File: src/rtl/pwm_led_pkg.sv
// Shared definitions for the multi-channel PWM LED driver.
// Latency: n/a (types and constants only).
// Backpressure: n/a.
//
// Contents:
//   mode_t     - 2-bit per-channel operating mode
//   MODE_*     - encodings: off, fixed duty, breathing, anti-phase breathing
//   min_width  - clamps a derived bus width to at least one bit
package pwm_led_pkg;

  typedef logic [1:0] mode_t;

  localparam mode_t MODE_OFF    = 2'b00;
  localparam mode_t MODE_FIXED  = 2'b01;
  localparam mode_t MODE_BREATH = 2'b10;
  localparam mode_t MODE_ANTI   = 2'b11;

  // $clog2(1) is 0; a port still needs one bit.
  function automatic int min_width(input int w);
    return (w < 1) ? 1 : w;
  endfunction

endpackage

File: src/rtl/pwm_ramp_gen.sv
// Shared timebase: prescaler, PWM frame counter and triangular brightness ramp.
// Latency: counters are registered; frame_end is combinational from them.
// Backpressure: none, free-running from reset release.
//
// Ports:
//   sys_clk, sys_rst - clock, synchronous active-high reset
//   pwm_cnt          - PWM step within the frame, 0..LEVELS-1
//   lvl              - brightness level for the current frame, 0..LEVELS
//   frame_end        - high on the last cycle of each frame
//   ramp_up          - ramp direction, 1 = rising
module pwm_ramp_gen #(
  parameter int CNT_TICK = 100,
  parameter int LEVELS   = 1000,
  parameter int DW       = $clog2(LEVELS + 1)
) (
  input  logic          sys_clk,
  input  logic          sys_rst,
  output logic [DW-1:0] pwm_cnt,
  output logic [DW-1:0] lvl,
  output logic          frame_end,
  output logic          ramp_up
);

  // With CNT_TICK=1 the prescaler is a single bit pinned at 0, so tick is
  // permanently high and pwm_cnt advances every cycle.
  localparam int PW = (CNT_TICK > 1) ? $clog2(CNT_TICK) : 1;

  logic [PW-1:0] pre_cnt;
  logic          tick;

  assign tick      = (pre_cnt == PW'(CNT_TICK - 1));
  assign frame_end = tick && (pwm_cnt == DW'(LEVELS - 1));

  always_ff @(posedge sys_clk) begin
    if (sys_rst) begin
      pre_cnt <= '0;
      pwm_cnt <= '0;
      lvl     <= '0;
      ramp_up <= 1'b1;
    end else begin
      pre_cnt <= tick ? '0 : pre_cnt + PW'(1);

      if (tick) begin
        pwm_cnt <= (pwm_cnt == DW'(LEVELS - 1)) ? '0 : pwm_cnt + DW'(1);
      end

      // The level only moves between frames so every channel sees one
      // constant brightness for the whole frame. At either extreme the
      // direction turns and the level steps away in the same update, so each
      // extreme is held for exactly one frame.
      if (frame_end) begin
        if (ramp_up) begin
          if (lvl == DW'(LEVELS)) begin
            ramp_up <= 1'b0;
            lvl     <= DW'(LEVELS - 1);
          end else begin
            lvl <= lvl + DW'(1);
          end
        end else begin
          if (lvl == '0) begin
            ramp_up <= 1'b1;
            lvl     <= DW'(1);
          end else begin
            lvl <= lvl - DW'(1);
          end
        end
      end
    end
  end

endmodule

File: src/rtl/pwm_led_multi.sv
// Multi-channel PWM LED driver with per-channel off/fixed/breath/anti-phase modes.
// Latency: led is registered one cycle behind the compare; config applies from the next frame.
// Backpressure: none, every config write is accepted in the cycle it is strobed.
//
// Ports:
//   sys_clk, sys_rst - clock, synchronous active-high reset
//   cfg_we           - write strobe for one channel's {mode, duty}
//   cfg_ch           - target channel; values >= CH_NUM are ignored
//   cfg_mode         - 00 off, 01 fixed, 10 breath, 11 anti-phase breath
//   cfg_duty         - fixed-mode duty, clamped to LEVELS on write
//   led              - PWM outputs, polarity set by LED_ACT_HIGH
//   frame_start      - one-cycle pulse on the first cycle of each frame
//   ramp_up          - ramp direction (1 = rising)
module pwm_led_multi #(
  parameter int  CH_NUM       = 4,
  parameter int  CNT_TICK     = 100,
  parameter int  LEVELS       = 1000,
  parameter int  LED_ACT_HIGH = 1,
  localparam int DW           = $clog2(LEVELS + 1),
  localparam int CW           = pwm_led_pkg::min_width($clog2(CH_NUM))
) (
  input  logic              sys_clk,
  input  logic              sys_rst,
  input  logic              cfg_we,
  input  logic [CW-1:0]     cfg_ch,
  input  logic [1:0]        cfg_mode,
  input  logic [DW-1:0]     cfg_duty,
  output logic [CH_NUM-1:0] led,
  output logic              frame_start,
  output logic              ramp_up
);

  import pwm_led_pkg::*;

  localparam logic INV = (LED_ACT_HIGH == 0);

  logic [DW-1:0]     pwm_cnt;
  logic [DW-1:0]     lvl;
  logic              frame_end;
  logic [DW-1:0]     wr_duty;
  logic [CH_NUM-1:0] lit;

  pwm_ramp_gen #(
    .CNT_TICK (CNT_TICK),
    .LEVELS   (LEVELS),
    .DW       (DW)
  ) u_ramp (
    .sys_clk   (sys_clk),
    .sys_rst   (sys_rst),
    .pwm_cnt   (pwm_cnt),
    .lvl       (lvl),
    .frame_end (frame_end),
    .ramp_up   (ramp_up)
  );

  // Clamping at write time keeps the stored duty within 0..LEVELS.
  assign wr_duty = (cfg_duty > DW'(LEVELS)) ? DW'(LEVELS) : cfg_duty;

  for (genvar i = 0; i < CH_NUM; i++) begin : g_ch
    mode_t         sh_mode;
    mode_t         act_mode;
    logic [DW-1:0] sh_duty;
    logic [DW-1:0] act_duty;
    logic [DW-1:0] eff_duty;
    logic          wr_hit;

    // Only channel indices below CH_NUM exist, so an out-of-range cfg_ch
    // matches no channel and the write falls away.
    assign wr_hit = cfg_we && (cfg_ch == CW'(i));

    // Shadow collects writes during the frame; active only changes at the
    // frame boundary so a channel's duty never changes mid-frame. A write on
    // the boundary cycle itself bypasses the shadow so it is not lost a frame.
    always_ff @(posedge sys_clk) begin
      if (sys_rst) begin
        sh_mode  <= MODE_OFF;
        sh_duty  <= '0;
        act_mode <= MODE_OFF;
        act_duty <= '0;
      end else begin
        if (wr_hit) begin
          sh_mode <= mode_t'(cfg_mode);
          sh_duty <= wr_duty;
        end
        if (frame_end) begin
          if (wr_hit) begin
            act_mode <= mode_t'(cfg_mode);
            act_duty <= wr_duty;
          end else begin
            act_mode <= sh_mode;
            act_duty <= sh_duty;
          end
        end
      end
    end

    always_comb begin
      eff_duty = '0;
      case (act_mode)
        MODE_OFF:    eff_duty = '0;
        MODE_FIXED:  eff_duty = act_duty;
        MODE_BREATH: eff_duty = lvl;
        MODE_ANTI:   eff_duty = DW'(LEVELS) - lvl;
        default:     eff_duty = '0;
      endcase
    end

    // Strict compare: duty 0 never lights, duty LEVELS lights every step.
    assign lit[i] = (pwm_cnt < eff_duty);
  end

  always_ff @(posedge sys_clk) begin
    if (sys_rst) begin
      led         <= {CH_NUM{INV}};
      frame_start <= 1'b0;
    end else begin
      led         <= lit ^ {CH_NUM{INV}};
      frame_start <= frame_end;
    end
  end

endmodule

File: config.mk
export PLATFORM = sky130hd
export DESIGN_NAME = pwm_led_multi
export DESIGN_NICKNAME = d
export VERILOG_FILES = /design/src/rtl/pwm_led_pkg.sv /design/src/rtl/pwm_ramp_gen.sv /design/src/rtl/pwm_led_multi.sv
export SDC_FILE = /design/constraint.sdc
export NUM_CORES = 1
export LEC_CHECK = 0
export BUFFER_PORTS_ARGS = -buffer_cell sky130_fd_sc_hd__buf_4
export CORE_MARGIN = 2
export CORE_UTILIZATION = 60
export CTS_CLUSTER_DIAMETER = 80
export DETAILED_ROUTE_END_ITERATION = 16
export PLACE_DENSITY = 0.82
export SLEW_MARGIN = 10
export SYNTH_ARGS = -nofsm -noshare
export SYNTH_HDL_FRONTEND = slang
export SYNTH_SLANG_ARGS = --single-unit
File: constraint.sdc
create_clock -name sys_clk -period 3.05 [get_ports sys_clk]
set_input_delay 0.305 -clock sys_clk [delete_from_list [all_inputs] [get_ports sys_clk]]
set_output_delay 0.305 -clock sys_clk [all_outputs]
set_load 0.03 [all_outputs]
==> summary.md <==
| Metric | Value |
|---|---|
| Nets | 871 |
| Vias | 6,182 |
| Post-synth EDFFs | 0 |
| Ant. Diodes | 0 |
| CP Launch Type | flop |
| Finish-stage setup viols | 0 |
| Worst Skew | 0.0166 ns |
| RSZ-0062 raised after global routing | false |
| Worst r2r src | u_ramp.lvl[0]$_SDFFE_PP0P_ |
| HPWL Detailed | 14,100 um |
| Pre-CTS setup slack | 0.286 ns |
| Max-Slew Margin vs Limit | 0.318 |
| Router iterations before antenna repair | 6 |
| Yosys Warn Count | 0 |
| Die height | 110 um |
| Tightest Pin Transition | 1.02 ns |
| Final WL | 19,900 um |
| Data required, critical path | 3.37 ns |
| Fraction of layout cells with a size suffix above 1 | 0.112 |
| Fraction of registers with async set or reset after synthesis | 0 |
| Worst Hold End | g_ch[3].sh_duty[6]$_SDFF_PP0_ |
| Synth unique cells | 58 |
| Fmax | 0.369 GHz |
| Largest net degree at the start of global routing | 47 |
| Clock Tree Root | clkbuf_16 |
| Postcts setup bufs | 0 |
| Crit path time final | 2.71 ns |
| Peak VDD IR | 0.000501 V |
| Row Count | 38 |
| CTS buffer count | 17 |
| Clock tree buffer depth | 2 |
| I/O pins | 23 |
| Port Buffers | 22 |
| Register area share after synthesis | 0.381 |
| Cell leakage power | 3.13 nW |
| Reg2reg setup slack | 0.34 ns |
| Syn_nets | 857 |
| Max FO, Critical Path | 10 |
| Cell Pwr Density | 500 nW/um^2 |
| Hold depth | 3 |
| Initial antenna violation count | 0 |
| Max Cap Viol | 0 |
| Hold path startpoint | cfg_duty[6] |
| Final hold violations | 0 |
| Initial Utilization | 0.620 |
| Post-Synthesis Cells | 800 |
| Post-synth top area cell | dfxtp_1 |
| Clock-pin slew of the registers on the worst-case setup and hold paths | 0.06 ns |
| Hold Crit Class | primary input to flop |
| Top post-synthesis cells by area | dfxtp_1 (38%), ha_1 (7.4%), mux2i_1 (6.8%), nor2_1 (6.3%), a21oi_1 (4.7%) |
| ANT nets after route | 0 |
| Worst reg2reg path depth | 13 |
| Status | completed |
| Final Util | 0.704 |
| Setup TNS | 0 ns |
| Area Overhead vs Synth | 13.6% |
| Worst hold slack | 0.192 ns |
| # DRC | 0 |
| Fin cells | 967 |
| Grt ovf | 0 |
| Design Area, Final | 7700 sq um |
| Placed cells | 935 |
| Total track usage | 0.349 |
| Crit path DAT | 3.03 ns |
| Worst reg2reg endpoint | led[0]$_SDFF_PP0_ |
| Drt wl/cell | 20.6 um |
| CTS sink cnt | 129 |
| Setup ws final | 0.339 ns |
| Total Power | 3.85 mW |
| Synth Flop Type | dfxtp_1 |
| Slew Viols, Final | 0 |
| Clock H-tree levels | 4 |
| Top-area cell type share of the netlist area | 0.381 |
| First-pass GRT wire length | 31,300 um |
| Drt initial violations | 715 |
| #FFs+latches synth | 129 |
| DR vias/cell | 6.39 |
| Period utilisation layout | 0.889 |
| Crit end category | flop |
| Die Footprint | 12,200 sq um |
| Synthesized area | 6780 sq um |
| Synthesized area per cell | 8.47 sq um |
| Vias in the first global route | 5,827 |
| Clk_lat worst skew | 0.43 ns |
| CTS tree | built |
| Core area | 10,900 sq um |
| GP Congestion | 1.01 |
| Die Wd | 110 um |
| Placed cell area | 7130 sq um |
| CP Launch Point | u_ramp.lvl[0]$_SDFFE_PP0P_ |
| Crit path kind | flop to flop |
-- registers in the layout (all words and copies together) (netlist names) --
register	flops
g_ch.sh_duty	40
g_ch.act_duty	40
u_ramp.lvl	10
u_ramp.pre_cnt	7
u_ramp.pwm_cnt	10
u_ramp.ramp_up	1
led	4
g_ch.sh_mode	8
frame_start	1
g_ch.act_mode	8
-- cells in the mapped netlist (8+ instances only) --
library cell  instances
buf_1                10
nor2_1              113
nor3_1               13
nand2_1              63
xnor2_1              36
nand2b_1              9
ha_1                 40
nor2b_1              11
o22a_1               15
o21ai_0              48
mux2i_1              46
nand4_1              14
clkbuf_1             37
a21oi_1              63
nand3_1              21
xor2_1                8
a211oi_1             16
dfxtp_1             129
a22oi_1              17
-- per-layer routing --
layer | GRT usage | routed length [um] | vias up | part of all wire
met2 | 0.549 | 9080 | 284 | 0.46
met4 | 0.127 | 514 | 0 | 0.026
met3 | 0.0876 | 1660 | 36 | 0.083
met5 | 0 | 0 | - | 0
li1 | - | - | 2898 | -
met1 | 0.464 | 8680 | 2964 | 0.44
-- timing repair --
item                                    in CTS  in global routing
hold buffers                                 0                  0
gates resized for setup                      0                  1
hold endpoints to repair                     0                  0
endpoints found under the setup margin       0                  3
-- worst max-delay path by stage --
| stage | cells after the start | slack [ns] | endpoint |
|---|---|---|---|
| 3_5_place_dp | 13 | 0.29 | led[0]$_SDFF_PP0_ |
| 4_1_cts | 13 | 0.27 | led[0]$_SDFF_PP0_ |
| 3_3_place_gp | 13 | 0.44 | led[1]$_SDFF_PP0_ |
| 6_report | 13 | 0.34 | led[0]$_SDFF_PP0_ |
| 5_1_grt | 13 | 0.1 | led[2]$_SDFF_PP0_ |
| 2_1_floorplan | 15 | 0.48 | led[2]$_SDFF_PP0_ |
-- area by class of cell --
class	count	area [sq um]
clock inverters	14	130
fillers	866	3230
repair buffers	49	380
clock buffers	18	439
well taps	140	175
multi-input cells	608	3960
flip-flops and latches	129	2580
inverters	9	33.8
-- cells by family after synthesis --
group	share of synthesized area
flip-flops	0.381
AO/OA/AOI/OAI	0.172
AND/OR/NAND/NOR	0.206
XOR/XNOR	0.0568
buffers and inverters	0.0371
multiplexers	0.0729
adder cells (fa/ha/maj)	0.0738
-- layout by cell type (no fill, tap or decap), drive strengths merged, types with 7 or more instances in the layout --
cell,Yosys,routed
nand3,21,21
ha,40,40
a21oi,63,63
a211oi,16,16
clkinv,3,10
o22a,15,15
nor4,7,7
a22oi,17,17
nor3,13,13
xor2,8,8
nor2,113,113
nand4,14,14
clkbuf,37,18
xnor2,36,36
dfxtp,129,129
buf,17,49
o21ai,48,48
mux2i,46,46
inv,6,10
nand2b,9,9
nor2b,11,11
nand2,63,63
-- critical path: stages, from the launching register on --
cell,delay (ns)
dfxtp_1,0.53
inv_1,0.13
ha_1,0.24
nand2b_1,0.13
a21oi_2,0.12
o21ai_0,0.23
xnor2_1,0.15
a21oi_1,0.09
ha_1,0.30
o21ai_0,0.18
nand2b_1,0.08
a21oi_1,0.16
nor2b_1,0.06
o32ai_1,0.22
-- power breakdown --
| group | internal (mW) | switching (mW) |
|---|---|---|
| registers | 1.71 | 0.0195 |
| clock network | 1.15 | 0.791 |
| logic | 0.0702 | 0.105 |
No activity file was read; power rests on OpenSTA's default activity.
